$ cat config.mk
export PLATFORM = sky130hd
export DESIGN_NAME = ad56x3_frame_rx
export DESIGN_NICKNAME = d
export VERILOG_FILES = /design/src/rtl/ad56x3_pkg.sv /design/src/rtl/ad56x3_line_sync.sv /design/src/rtl/ad56x3_frame_rx.sv
export SDC_FILE = /design/constraint.sdc
export NUM_CORES = 1
export LEC_CHECK = 0
export ABC_AREA = 1
export CORE_ASPECT_RATIO = 1.5
export CORE_MARGIN = 2
export CORE_UTILIZATION = 53
export DETAILED_ROUTE_END_ITERATION = 6
export PLACE_DENSITY = 0.9
export SYNTH_ARGS = -nofsm -noshare
export SYNTH_HDL_FRONTEND = slang
export SYNTH_SLANG_ARGS = --single-unit
$ cat constraint.sdc
create_clock -name clk -period 4.6 [get_ports clk]
set_input_delay 0.69 -clock clk [delete_from_list [all_inputs] [get_ports clk]]
set_output_delay 0.69 -clock clk [all_outputs]
set_load 0.02 [all_outputs]
$ cat src/rtl/ad56x3_pkg.sv
// AD56x3 3-wire DAC frame layout, command/address codes and receiver state
// encoding, shared between the DAC driver and the frame receiver.
package ad56x3_pkg;

   localparam int FRAME_WIDTH   = 24;
   localparam int CMD_MSB       = 21;
   localparam int CMD_LSB       = 19;
   localparam int ADDR_MSB      = 18;
   localparam int ADDR_LSB      = 16;
   localparam int DATA_MSB      = 15;
   localparam int BIT_CNT_WIDTH = 5;

   localparam logic [2:0] CMD_WRITE_IN  = 3'b000;
   localparam logic [2:0] CMD_WRITE_UPD = 3'b011;

   localparam logic [2:0] ADDR_A   = 3'b000;
   localparam logic [2:0] ADDR_B   = 3'b001;
   localparam logic [2:0] ADDR_ALL = 3'b111;

   typedef enum logic [1:0] {IDLE, WAIT, SHIFT, DONE} rxState_e;

   function automatic logic isWriteCmd(input logic [2:0] cmd);
      return (cmd == CMD_WRITE_IN) || (cmd == CMD_WRITE_UPD);
   endfunction

endpackage

$ cat src/rtl/ad56x3_line_sync.sv
// Synchronizers for SYNC/SCLK/DIN plus edge events, masked until the
// synchronizer chain holds only real line samples after reset.
module ad56x3_line_sync #(
   parameter int SYNC_STAGES = 2
) (
   input  logic clk,
   input  logic reset,
   input  logic dacSync,
   input  logic dacSclk,
   input  logic dacDin,
   output logic syncS,
   output logic dinS,
   output logic sclkFall,
   output logic syncRise,
   output logic syncFall,
   output logic lineSettled
);

   logic [SYNC_STAGES-1:0] syncPipe;
   logic [SYNC_STAGES-1:0] sclkPipe;
   logic [SYNC_STAGES-1:0] dinPipe;
   logic                   syncPrev;
   logic                   sclkPrev;
   logic [SYNC_STAGES:0]   settlePipe;

   always_ff @(posedge clk or posedge reset) begin
      if (reset) begin
         syncPipe   <= '1;
         sclkPipe   <= '1;
         dinPipe    <= '1;
         syncPrev   <= 1'b1;
         sclkPrev   <= 1'b1;
         settlePipe <= '0;
      end else begin
         syncPipe   <= {syncPipe[SYNC_STAGES-2:0], dacSync};
         sclkPipe   <= {sclkPipe[SYNC_STAGES-2:0], dacSclk};
         dinPipe    <= {dinPipe[SYNC_STAGES-2:0], dacDin};
         syncPrev   <= syncPipe[SYNC_STAGES-1];
         sclkPrev   <= sclkPipe[SYNC_STAGES-1];
         settlePipe <= {settlePipe[SYNC_STAGES-1:0], 1'b1};
      end
   end

   // The reset value of 1 would otherwise produce a false SYNC fall when
   // reset is released in the middle of a frame.
   assign lineSettled = settlePipe[SYNC_STAGES];
   assign syncS       = syncPipe[SYNC_STAGES-1];
   assign dinS        = dinPipe[SYNC_STAGES-1];
   assign sclkFall    = lineSettled & sclkPrev & ~sclkPipe[SYNC_STAGES-1];
   assign syncRise    = lineSettled & ~syncPrev & syncPipe[SYNC_STAGES-1];
   assign syncFall    = lineSettled & syncPrev & ~syncPipe[SYNC_STAGES-1];

endmodule

$ cat src/rtl/ad56x3_frame_rx.sv
// AD56x3 responder: decodes SYNC/SCLK/DIN frames into command, address and
// per-channel samples, flagging frames truncated by an early SYNC rise.
//
// state | meaning
// IDLE  | after reset: wait for a settled high SYNC (drops partial frames)
// WAIT  | armed, wait for SYNC fall to start a frame
// SHIFT | shift DIN on each SCLK fall until 24 bits are held
// DONE  | frame decoded, ignore SCLK until SYNC returns high
module ad56x3_frame_rx
   import ad56x3_pkg::*;
#(
   parameter int    DATA_WIDTH  = 14,
   parameter string SIGN_A      = "UNSIGNED",
   parameter string SIGN_B      = "SIGNED",
   parameter int    SYNC_STAGES = 2
) (
   input  logic                  clk,
   input  logic                  reset,
   input  logic                  dacSync,
   input  logic                  dacSclk,
   input  logic                  dacDin,
   output logic                  frameVld,
   output logic [2:0]            frameCmd,
   output logic [2:0]            frameAddr,
   output logic [15:0]           frameData,
   output logic [DATA_WIDTH-1:0] dataA,
   output logic [DATA_WIDTH-1:0] dataB,
   output logic                  updA,
   output logic                  updB,
   output logic                  frameErr,
   output logic [15:0]           errCnt
);

   // Bits [23:22] are don't-care, so only the last 22 shifted bits are kept.
   localparam int SHIFT_WIDTH = CMD_MSB + 1;
   localparam logic [BIT_CNT_WIDTH-1:0] LAST_BIT = BIT_CNT_WIDTH'(FRAME_WIDTH);
   localparam logic [DATA_WIDTH-1:0] MSB_FLIP = {1'b1, {(DATA_WIDTH-1){1'b0}}};
   localparam logic [DATA_WIDTH-1:0] FLIP_A = (SIGN_A == "SIGNED") ? MSB_FLIP : '0;
   localparam logic [DATA_WIDTH-1:0] FLIP_B = (SIGN_B == "SIGNED") ? MSB_FLIP : '0;

   logic syncS;
   logic dinS;
   logic sclkFall;
   logic syncRise;
   logic syncFall;
   logic lineSettled;

   ad56x3_line_sync #(
      .SYNC_STAGES(SYNC_STAGES)
   ) lineSync (
      .clk        (clk),
      .reset      (reset),
      .dacSync    (dacSync),
      .dacSclk    (dacSclk),
      .dacDin     (dacDin),
      .syncS      (syncS),
      .dinS       (dinS),
      .sclkFall   (sclkFall),
      .syncRise   (syncRise),
      .syncFall   (syncFall),
      .lineSettled(lineSettled)
   );

   rxState_e                 state;
   logic [BIT_CNT_WIDTH-1:0] bitCnt;
   logic [SHIFT_WIDTH-1:0]   shiftReg;

   logic [2:0]            rxCmd;
   logic [2:0]            rxAddr;
   logic [DATA_WIDTH-1:0] rxSample;
   logic                  writeA;
   logic                  writeB;
   logic                  lastFallNow;

   assign rxCmd       = shiftReg[CMD_MSB:CMD_LSB];
   assign rxAddr      = shiftReg[ADDR_MSB:ADDR_LSB];
   assign rxSample    = shiftReg[DATA_MSB -: DATA_WIDTH];
   assign writeA      = isWriteCmd(rxCmd) && ((rxAddr == ADDR_A) || (rxAddr == ADDR_ALL));
   assign writeB      = isWriteCmd(rxCmd) && ((rxAddr == ADDR_B) || (rxAddr == ADDR_ALL));
   assign lastFallNow = sclkFall && (bitCnt == LAST_BIT - 1'b1);

   always_ff @(posedge clk or posedge reset) begin
      if (reset) begin
         state     <= IDLE;
         bitCnt    <= '0;
         shiftReg  <= '0;
         frameVld  <= 1'b0;
         frameCmd  <= '0;
         frameAddr <= '0;
         frameData <= '0;
         dataA     <= '0;
         dataB     <= '0;
         updA      <= 1'b0;
         updB      <= 1'b0;
         frameErr  <= 1'b0;
         errCnt    <= '0;
      end else begin
         frameVld <= 1'b0;
         updA     <= 1'b0;
         updB     <= 1'b0;
         frameErr <= 1'b0;
         case (state)
            IDLE: begin
               if (lineSettled && syncS) state <= WAIT;
            end
            WAIT: begin
               if (syncFall) begin
                  bitCnt   <= '0;
                  shiftReg <= '0;
                  state    <= SHIFT;
               end
            end
            SHIFT: begin
               if (bitCnt == LAST_BIT) begin
                  state     <= DONE;
                  frameVld  <= 1'b1;
                  frameCmd  <= rxCmd;
                  frameAddr <= rxAddr;
                  frameData <= shiftReg[DATA_MSB:0];
                  if (writeA) begin
                     dataA <= rxSample ^ FLIP_A;
                     updA  <= 1'b1;
                  end
                  if (writeB) begin
                     dataB <= rxSample ^ FLIP_B;
                     updB  <= 1'b1;
                  end
               end else begin
                  if (sclkFall) begin
                     shiftReg <= {shiftReg[SHIFT_WIDTH-2:0], dinS};
                     bitCnt   <= bitCnt + 1'b1;
                  end
                  // A rise coinciding with the 24th fall still completes the frame.
                  if (syncRise && !lastFallNow) begin
                     state <= WAIT;
                     if (bitCnt != '0) begin
                        frameErr <= 1'b1;
                        if (errCnt != 16'hFFFF) errCnt <= errCnt + 16'd1;
                     end
                  end
               end
            end
            DONE: begin
               if (syncS) state <= WAIT;
            end
            default: state <= IDLE;
         endcase
      end
   end

endmodule

# == Word level (Yosys, flattened, before mapping) ==
# Cells that the tools add are included.
# word_totals
regBits,110
# op_classes
add_sub_neg,2
n_eq_ne,15
muxes,26
n_bitwise,11
reduce_logical,20
# op_table
op,count
$mux 22,3
$pmux 22 s2,1
$add 16x1->16 const B,1
$ne 16x16->1 const B,1
$mux 5,3
$mux 1,12
$eq 5x5->1 const B,2
$mux 2,5
$pmux 5 s2,1
$pmux 2 s4,1
$reduce_and 4->1,2
$and 1x1->1,6
$logic_not 3->1,2
$ne 2x2->1 const B,3
$reduce_and 3->1,2
$add 5x1->5 const B,1
$logic_and 1x1->1,5
$not 1->1,5
$reduce_and 5->1,1
$reduce_bool 5->1,1
$eq 2x2->1 const B,2
$ne 2x1->1 const B,2
$eq 3x1->1 const B,1
$eq 3x2->1 const B,1
other kinds (8),10

# == Logic depth before layout (Yosys ltp) ==
# Gate-level depths: netlist of run 1.
# logic_depth
ltp_word,8
mapped_depth,13
depth_no_buf,11

# == Cells and area by module ==
# Synthesis of run 1 repeated with hierarchy kept, for this count alone.
# hier_totals
cells_unflattened,592
hier_area_um2,4948.5
# modules_own_cells
module,n_inst,cells_each,area_each_um2,seq_area_each_um2
ad56x3_frame_rx,1,573,4633.2,2477.4
ad56x3_line_sync,1,19,315.3,285.3

# == Least setup slack after synthesis of run 1 ==
# OpenSTA, ideal clock, no wires.
# synth_path
path_kind,flip-flop to flip-flop
from,register errCnt[0]
to,register errCnt[5]
t_arrival_ps,1526
required_ps,4482
slack_ps,2956
path_stages_with_launch,10
path_buffers,1
synth_period_minus_slack_ps,1644
cell_sequence,dfrtp_1 > ha_1 > nand3_1 > inv_2 > nand3_2 > inv_2 > nand2_2 > buf_2 > nand3_1 > nand2_1
# synth_between
elab_chain_len,2
# synth_rtl
element,line_no,source
from (decl),ad56x3_frame_rx.sv:31,output logic [15:0] errCnt
from (signal assigned),ad56x3_frame_rx.sv:138,if (errCnt != 16'hFFFF) errCnt <= errCnt + 16'd1;
"parallel branches: the longest is 2 deep, another holds $add 16x1->16",n/a,
# Parallel ways; which one is timed is not known.
# A chain may end at the register's enable or synchronous reset.

# == Worst setup path after layout of run 1 ==
# layout_path
from,register state[0]
to,register dataA[6]
# layout_between
elab_chain_len,2
# layout_rtl
element,line_no,source
from (decl),ad56x3_frame_rx.sv:64,rxState_e state;
from (signal assigned),ad56x3_frame_rx.sv:84,state <= IDLE;
from (signal assigned),ad56x3_frame_rx.sv:104,if (lineSettled && syncS) state <= WAIT;
from (signal assigned),ad56x3_frame_rx.sv:110,state <= SHIFT;
$eq 2x2->1,ad56x3_frame_rx.sv:102,case (state)
$reduce_and 3->1 (no line),n/a,
to (signal assigned),ad56x3_frame_rx.sv:121,dataA <= rxSample ^ FLIP_A;
to (decl),ad56x3_frame_rx.sv:26,"output logic [DATA_WIDTH-1:0] dataA,"
# Every way passes these cells.

==> results of run 1 <==
-- per-stage QoR --
stage	worst slack (ns)	area (sq um)	instances	utilization (%)	hold WS, ns
floorplan	1.02	4770	529	-	0.331
global placement	1.87	5530	694	63.0	0.332
detailed placement	1.68	5530	694	63.0	0.339
CTS	1.62	5790	709	66.0	0.353
global route	1.22	5790	709	66.0	0.364
finish	1.63	5790	709	66.0	0.351
-- final timing paths --
path / from / end / slack (ns) / cells past startpoint
max: state[0] / dataA[6] / 1.63 / 6
min: lineSync.settlePipe[1] / lineSync.settlePipe[2] / 0.35 / 0
max reg2reg: state[0] / dataA[6] / 1.63 / 6
min reg2reg: lineSync.settlePipe[1] / lineSync.settlePipe[2] / 0.35 / 0
max in group asynchronous: reset / lineSync.dinPipe[1] / 2.73 / 3
min in group asynchronous: reset / frameCmd[2] / 0.94 / 2
-- sequential cells by signal, indices dropped and copies added (netlist names) --
register	count
bitCnt	5
dataA	14
dataB	14
errCnt	16
frameAddr	3
frameCmd	3
frameData	16
frameErr	1
frameVld	1
lineSync.dinPipe	2
lineSync.sclkPipe	2
lineSync.sclkPrev	1
lineSync.settlePipe	3
lineSync.syncPipe	2
lineSync.syncPrev	1
shiftReg	22
state	2
updA	1
updB	1
-- cell usage after synthesis, types with 2 or more instances --
cell	number
nand2_1	168
dfrtp_1	102
o21ai_0	49
inv_1	46
nor2_1	28
nand3_1	23
o21ai_1	20
nand2_2	9
o21ai_2	9
buf_2	8
dfstp_2	8
ha_1	8
clkbuf_1	6
a21oi_1	5
inv_2	5
nand3b_1	5
nand4_1	5
xor2_1	5
nand3_2	3
buf_4	2
buf_6	2
nand2_4	2
nor2_2	2
xnor2_1	2
-- cell families after synthesis --
family | after synthesis | synth area share, %
other | 1 | 0.0785
flip-flops | 110 | 57.9
adder cells (fa/ha/maj) | 8 | 2.10
AND/OR/NAND/NOR | 248 | 22.3
buffers and inverters | 71 | 6.84
XOR/XNOR | 7 | 1.28
AO/OA/AOI/OAI | 84 | 9.57
-- metal layers --
metal	share of wire [%]	global-route usage, %	vias up
li1	-	-	1801
met1	40	28.6	1854
met2	54	39.3	101
met3	4.3	4.93	16
met4	1.9	7.20	0
met5	0	0	-
-- power by group through the flow --
| stage | logic (mW) | registers [mW] | clock network [mW] |
|---|---|---|---|
| 2_1_floorplan | 0.200 | 1.02 | 0 |
| 3_3_place_gp | 0.195 | 1.02 | 0 |
| 3_5_place_dp | 0.211 | 1.02 | 0 |
| 4_1_cts | 0.212 | 1.00 | 0.717 |
| 5_1_grt | 0.239 | 1.01 | 0.755 |
| 6_report | 0.210 | 1.01 | 0.706 |
-- layout make-up --
cell class                      count  area [sq um]
Fill cell                         664          2980
Sequential cell                   110          2760
Multi-Input combinational cell    348          1690
Tap cell                          110           138
Inverter                           51           194
Timing Repair Buffer               75           748
Clock inverter                      5          37.5
Clock buffer                       10           229
-- worst register-to-register path, cell delays in order (launching register included) --
cell	delay, ns
dfrtp_1	0.43
inv_1	0.11
ha_1	0.34
nand3_2	0.70
nor2_1	0.29
nand2_1	0.54
o21ai_0	0.45
==> flow_summary.toml, run 1 <==
[outcome]
status = "finished clean"

[logic_synthesis]
synth_warnings = 0
avgSynthCellArea_sq_um = 9.03
ys_top_cells_by_area = "dfrtp_1 (53%), nand2_1 (13%), o21ai_0 (5.1%)"
syn_nets = 542
ys_seq_area_share_pct = 57.9
synth_edf_count = 0
synth_top_area_share_pct = 53.5
synthArstFlopShare_pct = 100
yosys.cell_types.count = 31
synth_cells = 529
yosys.area.top_type = "dfrtp_1"
syn_area_sq_mm = 0.00477
ys_ff_latch = 110
synth_flop_cell = "dfrtp_1"

[worst_setup_path]
cp_top_family = "simple AND/OR/NAND/NOR gates"
crit_slowest_cell = "nand3_2"
end_kind = "flop"
crit_chain = "inv_1 -> ha_1 -> nand3_2 -> nor2_1 -> nand2_1 -> o21ai_0"
critPathBufInv = 1
crit_path_max_fanout = 48
required_ns = 4.83
startpoint_type = "flop"
worstPathArrival_ns = 3.20
slowest_delay_ns = 0.70
crit_type = "reg2reg"

[layout]
final_nets = 608
diodes = 0
area_delta_synth_final_pct = 21.4
mostFrequentLayoutCell = "nand2_1"
final_layout_size_suffix_gt1_share_pct = 9.18
final_cell_mix = "nand2_1 (168), dfrtp_1 (102), clkdlybuf4s50_1 (74)"

[power]
power_mw = 1.92
leakage_nw = 2.59
pwr-share-comb_pct = 10.9
internal_power_mw = 1.41
p_sw_uw = 511
ir_worst_vdd_v = 0.000262
swShare_pct = 26.6
powerDensity_mw_per_mm2 = 332
p_seq_share_pct = 52.3
clockPowerShare_pct = 36.8

[clocking]
cts-resized-gates = 0
tritoncts = "yes"
cts_buffers = 9
clock_latency_ns = 0.35
clkTransAtPathRegs_ns = 0.07
postCtsSetupBuffers = 0
cts_num_sinks = 110
clockBufferDepth = 2
htreeDepth = 3
clockRootBuffer = "clkbuf_16"
cts_hold_repair.buffers = 0

[floorplan]
ioPinCount = 75
die-area_sq_mm = 0.00980
core_sq_mm = 0.00878
fp.dieW_microns = 81.5
rows = 42
die_y_microns = 120
initial_core_util_pct = 54.4

[routing]
drtPass1Iterations = 4
route.vias.total = 3772
drc_errors = 0
viasPerCell = 5.32
wl_per_cell_microns = 14.8
drt-initial-drc-count = 232
wirelength_microns = 10500
ant_nets = 0

[global_routing]
antenna_found_initial = 0
grt.total_usage_pct = 23.0
grt_max_degree = 92
grt_pass1_vias = 3672
gr-total-overflow = 0
grt_pass1_wl_microns = 17300

[sta]
tns_ns = 0
drv_slew = 0
fin_crit_sh_pct = 64.6
setup_violations = 0
tightest_slew_ns = 1.07
min_period_ns = 2.97
rsz0062_at_grt = "no"
final_hold_viol_count = 0
worst_clock_skew_ns = 0.00605
fmax_mhz = 337
slew_headroom_pct = 28.5

[placement]
gp_congestion = 0.859
io_buffers = 74
dpl.hpwl_microns = 7200

[job]
drv_cap = 0

[worst_hold_path]
hold_class = "reg2reg"
(Power assumes the default switching activity.)
==> run 2, diff against run 1 <==
==> constraint.sdc (replaced) <==
create_clock -name clk -period 2.85 [get_ports clk]
set_input_delay 0.4275 -clock clk [delete_from_list [all_inputs] [get_ports clk]]
set_output_delay 0.4275 -clock clk [all_outputs]
set_load 0.02 [all_outputs]
==> run 2 against run 1 <==
  * Power rose by 65%
  * Clock skew rose by 0.0024 ns
  * Sequential share of layout area fell by 0.71 points
  * Largest cell class unchanged
  * Fmax rose by 38%
  * Count of clock-buffer cells in the layout rose by 1
  * Die area did not move
  * Combinational power rose by 60%
  * Wire length rose by 4.0%
  * Global-route usage rose by 1.0 points
==> flow_summary.toml, run 2 (same netlist as run 1, synthesis figures left out) <==
[outcome]
status = "finished clean"

[clocking]
cts_num_sinks = 110
clkTransAtPathRegs_ns = 0.07
tritoncts = "yes"
clock_latency_ns = 0.35
clockRootBuffer = "clkbuf_16"
clockBufferDepth = 2
postCtsSetupBuffers = 0
cts_hold_repair.buffers = 0
cts_buffers = 9
htreeDepth = 3
cts-resized-gates = 0

[global_routing]
grt_max_degree = 45
gr-total-overflow = 0
antenna_found_initial = 0
grt_pass1_vias = 3763
grt.total_usage_pct = 24.0
grt_pass1_wl_microns = 18000

[placement]
pre_cts_ws_ns = 0.696
gp_congestion = 0.878
dpl.hpwl_microns = 7490
io_buffers = 74

[worst_setup_path]
crit_top_cell = "nand3_2"
required_ns = 3.09
r2r_slack_ns = 0.70
startpoint_type = "flop"
ff2ff_path_depth = 7
slowest_delay_ns = 0.43
r2r_end = "shiftReg[13]"
crit_slowest_cell = "dfrtp_1"
worstPathArrival_ns = 2.39
crit_chain = "inv_1 -> ha_1 -> nand3_2 -> nand2_2 -> inv_2 -> nand3_2 -> o21ai_0"
crit_path_max_fanout = 22
end_kind = "flop"
crit_start = "state[0]"
r2r_start = "state[0]"
crit_type = "reg2reg"
critPathCapture = "shiftReg[13]"

[layout]
seq_area_sq_mm = 0.00276
largest_register = "shiftReg"
final_nets = 615
final_layout_size_suffix_gt1_share_pct = 10.4
final_cell_mix = "nand2_1 (168), dfrtp_1 (102), clkdlybuf4s50_1 (74)"
largest_registers = "shiftReg: 22 flops, errCnt: 16 flops, frameData: 16 flops"
mostFrequentLayoutCell = "nand2_1"
multi_input_area_sq_mm = 0.00169
area_delta_synth_final_pct = 23.2
fill_cells = 628
largest_register_ffs = 22
diodes = 0

[routing]
route.vias.total = 3824
wl_per_cell_microns = 15.2
wirelength_microns = 10900
drt-initial-drc-count = 155
met3_length_microns = 534
drtPass1Iterations = 4
met2_length_microns = 5890
ant_nets = 0
wl_met1_microns = 4190
top_layer = "met4"
viasPerCell = 5.33
drc_errors = 0

[sta]
fin_crit_sh_pct = 75.4
tns_ns = 0
drv_slew = 0
min_period_ns = 2.15
timing.final.ws_setup_ns = 0.701
fmax_mhz = 465
final_hold_viol_count = 0
setup_violations = 0
rsz0062_at_grt = "no"
worst_clock_skew_ns = 0.00849

[floorplan]
die-area_sq_mm = 0.00980
fp.dieW_microns = 81.5
ioPinCount = 75
core_sq_mm = 0.00878
die_y_microns = 120
initial_core_util_pct = 54.4
rows = 42

[power]
power_mw = 3.17
powerDensity_mw_per_mm2 = 539
ir_worst_vdd_v = 0.000527
leakage_nw = 2.64

[job]
drv_cap = 0

[worst_hold_path]
hold_class = "reg2reg"
run 2: cell count changes in the layout (fill, tap and decap cells not counted), sizes merged:
cell	change
buf	+7
clkbuf	+1
run 2: final cells by class:
class,count,area share (%)
Sequential cell,110,47.0
Multi-Input combinational cell,348,28.7
Timing Repair Buffer,82,13.8
Clock buffer,11,4.13
Inverter,51,3.32
Tap cell,110,2.34
Clock inverter,5,0.766
run 2: routing by layer:
metal  vias to the layer above  track usage (%)
li1                       1814                -
met1                      1871             29.3
met2                       123             41.3
met3                        16             4.03
met4                         0             9.85
met5                         -                0
run 2: worst min path at each step:
stage	to	cells past startpoint	start	slack, ns
2_1_floorplan	lineSync.settlePipe[1]	0	lineSync.settlePipe[0]	0.33
3_3_place_gp	lineSync.settlePipe[1]	0	lineSync.settlePipe[0]	0.33
3_5_place_dp	lineSync.settlePipe[2]	0	lineSync.settlePipe[1]	0.34
4_1_cts	lineSync.sclkPipe[1]	0	lineSync.sclkPipe[0]	0.36
5_1_grt	lineSync.syncPipe[1]	0	lineSync.syncPipe[0]	0.36
6_report	lineSync.sclkPipe[1]	0	lineSync.sclkPipe[0]	0.36
run 2: metrics by stage:
stage / util, % / cell area (sq um) / hold WS, ns / std cells
4_1_cts: 67.0 / 5880 / 0.357 / 717
3_3_place_gp: 63.7 / 5590 / 0.332 / 701
6_report: 67.0 / 5880 / 0.357 / 717
2_1_floorplan: - / 4780 / 0.331 / 529
3_5_place_dp: 63.7 / 5590 / 0.337 / 701
5_1_grt: 67.0 / 5880 / 0.363 / 717
run 2: where the power goes:
part / internal (mW) / switching [mW] / total, mW
combinational: 0.0964 / 0.241 / 0.337
sequential: 1.59 / 0.0297 / 1.62
clock: 0.629 / 0.583 / 1.21
total: 2.32 / 0.853 / 3.17
run 2: critical path, delay by kind of cell (launching register included):
family	cells	cell delay, ns
and+or+nand+nor	3	0.72
DFF	1	0.43
adders and majority gates	1	0.32
buffers and inverters	2	0.18
AOI/OAI and AO/OA	1	0.39
==> run 3, diff against run 2 <==
--- a/config.mk
+++ b/config.mk
@@ -8,9 +8,9 @@
 export ABC_AREA = 1
 export CORE_ASPECT_RATIO = 1.5
 export CORE_MARGIN = 2
-export CORE_UTILIZATION = 53
+export CORE_UTILIZATION = 48
 export DETAILED_ROUTE_END_ITERATION = 6
-export PLACE_DENSITY = 0.9
+export PLACE_DENSITY = 0.86
 export SYNTH_ARGS = -nofsm -noshare
 export SYNTH_HDL_FRONTEND = slang
 export SYNTH_SLANG_ARGS = --single-unit
==> constraint.sdc (replaced) <==
create_clock -name clk -period 1.7 [get_ports clk]
set_input_delay 0.255 -clock clk [delete_from_list [all_inputs] [get_ports clk]]
set_output_delay 0.255 -clock clk [all_outputs]
set_load 0.02 [all_outputs]
==> run 3 against run 2 <==
  * Cell area rose by 8.6%
  * Count of clock-buffer cells in the layout fell by 2
  * Power increased by 81%
  * Largest power group unchanged
  * Clock skew is 0.00053 ns higher
  * Sequential power is 67% higher
  * Critical path type is now reg2out
  * Highest routed layer unchanged
  * Register-to-register slack worse by 0.66 ns
==> flow_summary.toml, run 3 (same netlist as run 1, synthesis figures left out) <==
[worst_setup_path]
crit_type = "reg2out"
startpoint_type = "flop"
cp_top_family = "buffers and inverters"
ff2ff_path_depth = 10
required_ns = 1.44
r2r_slack_ns = 0.04
slowest_delay_ns = 0.63
crit_chain = "clkdlybuf4s50_1"
end_kind = "output port"
crit_start = "errCnt[5]"
crit_path_max_fanout = 5
crit_slowest_cell = "clkdlybuf4s50_1"
r2r_end = "errCnt[9]"
critPathBufInv = 1
worstPathArrival_ns = 1.42
r2r_start = "bitCnt[1]"

[placement]
dpl.hpwl_microns = 7180
pre_cts_ws_ns = 0.0374
gp_congestion = 0.872
placed_cell_area_sq_mm = 0.00575
io_buffers = 74

[sta]
final_hold_viol_count = 0
worst_clock_skew_ns = 0.00902
min_period_ns = 1.67
fin_crit_sh_pct = 98.2
timing.final.ws_setup_ns = 0.0298
drv_slew = 0
fmax_mhz = 599
setup_violations = 0
rsz0062_at_grt = "yes"

[power]
ir_worst_vdd_v = 0.000699
powerDensity_mw_per_mm2 = 898
leakage_nw = 3.03
power_mw = 5.74

[routing]
drt-initial-drc-count = 234
wl_per_cell_microns = 16.3
drtPass1Iterations = 4
viasPerCell = 5.37
wirelength_microns = 12100
route.vias.total = 3998
ant_nets = 0
drc_errors = 0

[global_routing]
grt_pass1_wl_microns = 18200
grt_pass1_vias = 3784
grt_max_degree = 55
antenna_found_initial = 0
grt.total_usage_pct = 21.1
gr-total-overflow = 0

[layout]
largest_registers = "shiftReg: 22 flops, errCnt: 16 flops, frameData: 16 flops"
mostFrequentLayoutCell = "nand2_1"
largest_register_ffs = 22
largest_register = "shiftReg"
diodes = 0
final_area_sq_mm = 0.00639
final_cell_mix = "nand2_1 (156), dfrtp_1 (101), clkdlybuf4s50_1 (61)"
fill_cells = 707
final_nets = 637
final_layout_size_suffix_gt1_share_pct = 18.1
area_delta_synth_final_pct = 33.8

[floorplan]
fp.dieW_microns = 85.4
die-area_sq_mm = 0.0108
ioPinCount = 75
rows = 44
initial_core_util_pct = 49.3
die_y_microns = 126
core_sq_mm = 0.00969

[worst_hold_path]
hold_class = "in2async"

[clocking]
clock_latency_ns = 0.35
clockRootBuffer = "clkbuf_16"
cts_hold_repair.buffers = 0
clockBufferDepth = 2
cts_num_sinks = 110
htreeDepth = 3
tritoncts = "yes"
clkTransAtPathRegs_ns = 0.08
cts_buffers = 9

[outcome]
status = "finished clean"

[job]
drv_cap = 0
[run 3: cell count changes in the layout (fill, tap and decap cells not counted), sizes merged, moves of 2 or more]
cell	change
clkdlybuf4s50	-13
dlymetal6s2s	+8
inv	+4
clkbuf	+2
buf	+17
dlygate4sd2	+5
clkinv	-2
[run 3: worst max path at each step]
stage                             end  cells after the start
final                       errCnt[5]                      1
after global placement      errCnt[3]                     10
after global routing      shiftReg[7]                     10
after floorplan             errCnt[5]                      9
after CTS                   errCnt[6]                      1
after detailed placement    errCnt[9]                     10
[run 3: through the flow]
step | hold slack, ns | utilization [%] | instances | setup TNS, ns
2_1_floorplan | 0.259 | - | 529 | 0
3_3_place_gp | 0.334 | 59.3 | 717 | 0
3_5_place_dp | 0.335 | 59.3 | 717 | 0
4_1_cts | 0.153 | 62.6 | 734 | 0
5_1_grt | 0.152 | 65.9 | 744 | -0.525
6_report | 0.153 | 65.9 | 744 | 0
[run 3: power by group]
| part | leakage [nW] | internal, mW | switching (mW) |
|---|---|---|---|
| clock network | 0.153 | 1.18 | 1.03 |
| registers | 1.50 | 2.67 | 0.0370 |
| logic | 1.38 | 0.320 | 0.494 |
| total | 3.03 | 4.17 | 1.57 |
[run 3: layout make-up]
cell class / count / area [sq um] / share of cell area [%]
tap: 115 / 144 / 2.25
inverter: 51 / 195 / 3.06
clock inverter: 7 / 85.1 / 1.33
timing repair buffer: 103 / 1130 / 17.8
sequential: 110 / 2760 / 43.3
clock buffer: 9 / 225 / 3.53
multi-input combinational: 349 / 1840 / 28.8
[run 3: timing repair]
action	in CTS	in global routing
setup buffers	1	3
pin swaps	0	5
gates cloned	0	7
endpoints found under the setup margin	7	70
resized for setup	7	56
[run 3: layer usage]
layer  share of wire (%)  track usage [%]
met1                  37             25.3
met2                  54             36.7
met3                 6.2             4.46
met4                 2.2             8.59
met5                   0                0
